### src/rtl/alu32_if.sv
// Operand/opcode request and registered result bundle between datapath and ALU.
// The ALU never stalls, so the bundle carries no flow-control signals.
interface alu32_if #(
    parameter int WIDTH = 32
);
    logic [2:0]       ALUopcode;
    logic [WIDTH-1:0] rega;
    logic [WIDTH-1:0] regb;
    logic [WIDTH-1:0] result;
    logic             zero;

    modport master (
        output ALUopcode,
        output rega,
        output regb,
        input  result,
        input  zero
    );

    modport slave (
        input  ALUopcode,
        input  rega,
        input  regb,
        output result,
        output zero
    );
endinterface

### src/rtl/alu32.sv
// Integer ALU (add/sub/and/or/sltu/slt/xor/nor), one cycle from operand sample to registered result.
// No backpressure: a new operation is accepted on every rising clock edge.
module alu32 #(
    parameter int WIDTH = 32
) (
    input  logic   clk,
    input  logic   rst_n,
    alu32_if.slave bus
);
    localparam logic [2:0] OP_ADD  = 3'd0;
    localparam logic [2:0] OP_SUB  = 3'd1;
    localparam logic [2:0] OP_AND  = 3'd2;
    localparam logic [2:0] OP_OR   = 3'd3;
    localparam logic [2:0] OP_SLTU = 3'd4;
    localparam logic [2:0] OP_SLT  = 3'd5;
    localparam logic [2:0] OP_XOR  = 3'd6;
    localparam logic [2:0] OP_NOR  = 3'd7;

    logic [WIDTH-1:0] result_d, result_q;
    logic             zero_d, zero_q;
    logic             lt_u, lt_s;

    // Comparisons use true magnitude compares so signed overflow cannot corrupt slt.
    assign lt_u = (bus.rega < bus.regb);
    assign lt_s = ($signed(bus.rega) < $signed(bus.regb));

    always_comb begin
        result_d = '0;
        case (bus.ALUopcode)
            OP_ADD:  result_d = bus.rega + bus.regb;
            OP_SUB:  result_d = bus.rega - bus.regb;
            OP_AND:  result_d = bus.rega & bus.regb;
            OP_OR:   result_d = bus.rega | bus.regb;
            OP_SLTU: result_d = {{(WIDTH-1){1'b0}}, lt_u};
            OP_SLT:  result_d = {{(WIDTH-1){1'b0}}, lt_s};
            OP_XOR:  result_d = bus.rega ^ bus.regb;
            OP_NOR:  result_d = ~(bus.rega | bus.regb);
            default: result_d = '0;
        endcase
        // Derived from the same value that gets registered, so flag and result cannot disagree.
        zero_d = (result_d == '0);
    end

    always_ff @(posedge clk or negedge rst_n) begin
        if (!rst_n) begin
            result_q <= '0;
            zero_q   <= 1'b1;
        end else begin
            result_q <= result_d;
            zero_q   <= zero_d;
        end
    end

    assign bus.result = result_q;
    assign bus.zero   = zero_q;
endmodule

### src/flat_wrapper.sv
// flat-port wrapper written by rule: the top's interface ports become plain ports
module alu32_flat 
#(
    parameter int WIDTH = 32
)
  (clk, rst_n, bus_ALUopcode, bus_rega, bus_regb, bus_result, bus_zero);
  alu32_if #(.WIDTH(WIDTH)) bus_i ();
  input  logic clk;
  input  logic rst_n;
  input wire logic [$bits(bus_i.ALUopcode)-1:0] bus_ALUopcode;
  input wire logic [$bits(bus_i.rega)-1:0] bus_rega;
  input wire logic [$bits(bus_i.regb)-1:0] bus_regb;
  output wire logic [$bits(bus_i.result)-1:0] bus_result;
  output wire logic [$bits(bus_i.zero)-1:0] bus_zero;
  assign bus_i.ALUopcode = bus_ALUopcode;
  assign bus_i.rega = bus_rega;
  assign bus_i.regb = bus_regb;
  assign bus_result = bus_i.result;
  assign bus_zero = bus_i.zero;
  alu32 #(.WIDTH(WIDTH)) u_core (.clk(clk), .rst_n(rst_n), .bus(bus_i));
endmodule
### config.mk
export PLATFORM = sky130hd
export DESIGN_NAME = alu32_flat
export DESIGN_NICKNAME = d
export VERILOG_FILES = /design/src/rtl/alu32_if.sv /design/src/rtl/alu32.sv /design/src/flat_wrapper.sv
export SDC_FILE = /design/constraint.sdc
export NUM_CORES = 1
export LEC_CHECK = 0
export CORE_ASPECT_RATIO = 0.9
export CORE_MARGIN = 3
export CORE_UTILIZATION = 46
export DETAILED_ROUTE_END_ITERATION = 16
export PLACE_DENSITY = 0.75
export SYNTH_ARGS = -nofsm -noshare
export SYNTH_HDL_FRONTEND = slang
export SYNTH_SLANG_ARGS = --single-unit
### constraint.sdc
create_clock -name clk -period 1.23 [get_ports clk]
set_input_delay 0.1845 -clock clk [delete_from_list [all_inputs] [get_ports clk]]
set_output_delay 0.1845 -clock clk [all_outputs]
set_load 0.005 [all_outputs]
==> results.py <==
metrics = {
    "placed_design": {
        "place_ws_ns": -3.47,
        "gp_congestion": 1.04,
        "port_buffers": 101,
        "place_inst": 1621,
        "placed_area_um2": 11500,
        "hpwl_um": 26200,
    },
    "critical_path": {
        "end_kind": "register",
        "worstPathRequired_ns": 1.39,
        "path_max_fanout": 3,
        "cp.arrival_ns": 4.52,
        "crit_path_start_kind": "input port",
        "crit_type": "input port to register",
    },
    "timing": {
        "slew-limit-headroom_pct": 51.7,
        "hold_viol": 0,
        "finalSetupViolCount": 33,
        "slew_violations": 0,
        "period_needed_ns": 4.36,
        "fmax_mhz": 230,
        "worst_pin_slew_ns": 0.719,
        "rsz0062_at_grt": "true",
        "fin_ws_ns": -3.13,
        "period_share_pct": 354,
    },
    "synth": {
        "synth_seq_area_share_pct": 11.5,
        "synth_xor_area_share_pct": 2.07,
        "synthDistinctLibCells": 90,
        "ys.flop_type": "dfrtp_1",
        "netlist_instances": 1005,
        "yosys_warnings": 0,
        "synth.net_count": 1172,
        "avgSynthCellArea_um2": 7.17,
        "synth_top_family_by_area": "compound AO/OA/AOI/OAI gates",
        "synth.largest_area_cell": "ha_1",
        "synth-async-reset-ratio_pct": 100,
        "synth_edf_count": 0,
        "synth.area.top_cells": "ha_1 17%, dfrtp_1 11%, a21oi_1 6.2%, o21ai_0 5.3%, inv_1 5.1%",
        "muxShareOfSynthArea_pct": 4.22,
        "yosysTopAreaCellShare_pct": 16.7,
        "synth-adder-area-share_pct": 17.2,
        "yosys.area_share.simple_pct": 20.6,
        "ys_seq_elements": 33,
        "synth_area_um2": 7210,
        "synth_compound_area_share_pct": 33.9,
    },
    "clock_network": {
        "numClockSinks": 33,
        "cts_root_buffer": "clkbuf_16",
        "htreeDepth": 2,
        "cts_tree": "done",
        "cts_buffers": 5,
        "clkTransAtPathRegs_ns": 0.06,
        "clk_path_buf_depth": 2,
    },
    "power_and_ir_drop": {
        "comb_power_share_pct": 72.1,
        "leakagePower_nw": 6.34,
        "p_switching_mw": 4.08,
        "cell_internal_pwr_mw": 5.49,
        "cellPowerDensity_nw_per_um2": 717,
        "seqPwrFrac_pct": 13.6,
        "p_clk_share_pct": 14.2,
        "ir_drop_v": 0.000544,
        "swShare_pct": 42.6,
    },
    "final_layout": {
        "layout-drive-gt1-share_pct": 48.4,
        "final_cells": 1699,
        "finalNetCount": 1667,
        "design_area_um2": 13300,
        "syn2layout_area_growth_pct": 85.2,
        "antenna_cells": 0,
    },
    "grt": {
        "grt_max_degree": 34,
        "antenna_found_initial": 1,
        "globalRouteTotalUtil_pct": 41.2,
        "grt_pass1_wl_um": 56600,
        "overflow": 0,
        "grt_pass1_vias": 10800,
    },
    "flow_run": {
        "drv_cap": 0,
    },
    "route": {
        "routed_wl_um": 41300,
        "drt_iter0_drc": 1849,
        "ant_nets": 0,
        "routed_via_density": 6.59,
        "wire_per_inst_um": 24.3,
        "num_vias": 11200,
        "dr.pass1.iters": 6,
        "drc": 0,
    },
    "floorplan": {
        "pin_count": 102,
        "dieArea_um2": 17200,
        "coreArea_um2": 15000,
        "chipWidth_um": 138,
        "row_count": 42,
        "initial_core_util_pct": 48.0,
        "die_y_um": 125,
    },
    "outcome": {
        "violations": "negative setup slack",
        "status": "complete, but fails checks",
    },
    "hold_path": {
        "holdCritPathClass": "input port to asynchronous set/reset pin",
    },
}
## final cells by class
class                           count  area, um2
Multi-Input combinational cell    804       6950
Tap cell                          198        248
Timing Repair Buffer              556       4720
Inverter                          100        447
Sequential cell                    33        827
Clock inverter                      1       5.00
Clock buffer                        7        153
Fill cell                         707       1680
## cell families (layout without fill, tap and decap cells)
family	Yosys count	in the layout
AOI/OAI and AO/OA	363	363
xor gates and xnor gates	17	17
adders and majority gates	98	98
buffers and inverters	168	664
DFF	33	33
muxes	30	30
and+or+nand+nor	296	296
## cells in the final DEF, fill, tap and decap left out, types with 14 or more instances in the layout
| cell type | instances |
|---|---|
| inv_1 | 50 |
| nand3_1 | 16 |
| a21oi_1 | 68 |
| buf_4 | 381 |
| xnor2_1 | 14 |
| dfrtp_1 | 32 |
| ha_4 | 27 |
| mux2i_1 | 26 |
| nor3_1 | 17 |
| ha_1 | 67 |
| nand2_1 | 67 |
| buf_6 | 64 |
| o211ai_1 | 14 |
| a21o_1 | 17 |
| nor4_1 | 15 |
| nor2_1 | 62 |
| dlygate4sd2_1 | 47 |
| clkdlybuf4s50_1 | 17 |
| o21ai_0 | 65 |
| inv_2 | 36 |
## worst max-delay path by stage
stage	startpoint	slack, ns	endpoint
2_1_floorplan	bus_rega[0]	-2.54	u_core.bus.zero
3_3_place_gp	bus_rega[0]	-3.35	u_core.bus.zero
3_5_place_dp	bus_rega[0]	-3.47	u_core.bus.zero
4_1_cts	bus_rega[0]	-3.04	u_core.bus.zero
5_1_grt	bus_regb[0]	-3.21	u_core.bus.zero
6_report	bus_regb[0]	-3.13	u_core.bus.zero
## power groups by stage
stage | registers [mW] | logic [mW] | clock network, mW
floorplan | 1.33 | 2.66 | 0
global placement | 1.32 | 5.26 | 0
CTS | 1.30 | 6.14 | 1.34
finish | 1.31 | 6.91 | 1.36
detailed placement | 1.32 | 5.35 | 0
global route | 1.31 | 7.18 | 1.41
## repair_timing
action                     in CTS  in global routing
hold buffers                    0                  0
setup endpoints to repair      66                 35
gates cloned                    1                  0
resized for setup             377                 91
buffers inserted               60                 21
pin swaps                      81                 50
## Yosys cell counts, types with 10 or more instances
cell type  instances
a211oi_1          10
a21o_1            17
a21oi_1           89
a31oi_1           14
clkbuf_1          44
dfrtp_1           32
ha_1              96
inv_1             98
mux2i_1           27
nand2_1           74
nand2b_1          12
nand3_1           20
nand4_1           13
nor2_1            73
nor2b_1           14
nor3_1            25
nor4_1            17
o211ai_1          14
o21ai_0           77
o21bai_1          13
o22ai_1           16
o31ai_1           12
xnor2_1           17
## worst max-delay path: stages
cell	delay, ns
clkbuf_4	0.15
ha_4	0.19
fa_2	0.35
or2_4	0.25
a2111o_1	0.47
a311oi_2	0.45
nor4_2	0.10
or3_4	0.42
a311o_1	0.28
or4_1	0.51
or4b_4	0.56
nor4_4	0.14
nand4b_1	0.17
a2111oi_2	0.30
## through the flow
step           total power, mW  hold slack, ns  util, %  setup TNS (ns)
2_1_floorplan             3.99          -0.111        -          -28.74
3_3_place_gp              6.57           0.578     76.6          -64.71
3_5_place_dp              6.67           0.589     76.6          -65.31
4_1_cts                   8.78           0.294     86.4          -42.65
5_1_grt                   9.90           0.299     88.8          -48.51
6_report                  9.58           0.285     88.8          -46.36
## flip-flops by register name (all words and copies together), names as in the netlist
name and cells:
u_core.bus.zero 1, u_core.bus.result 32
## metal layers
metal | routed length [um] | GRT usage [%] | part of all wire [%] | vias to the layer above
met5 | 12 | 0 | 0.029 | -
met4 | 2740 | 18.2 | 6.6 | 2
met3 | 5460 | 10.1 | 13 | 330
met2 | 18200 | 65.0 | 44 | 1011
met1 | 14900 | 52.9 | 36 | 5186
li1 | - | - | - | 4670
No activity file was read; power rests on OpenSTA's default activity.
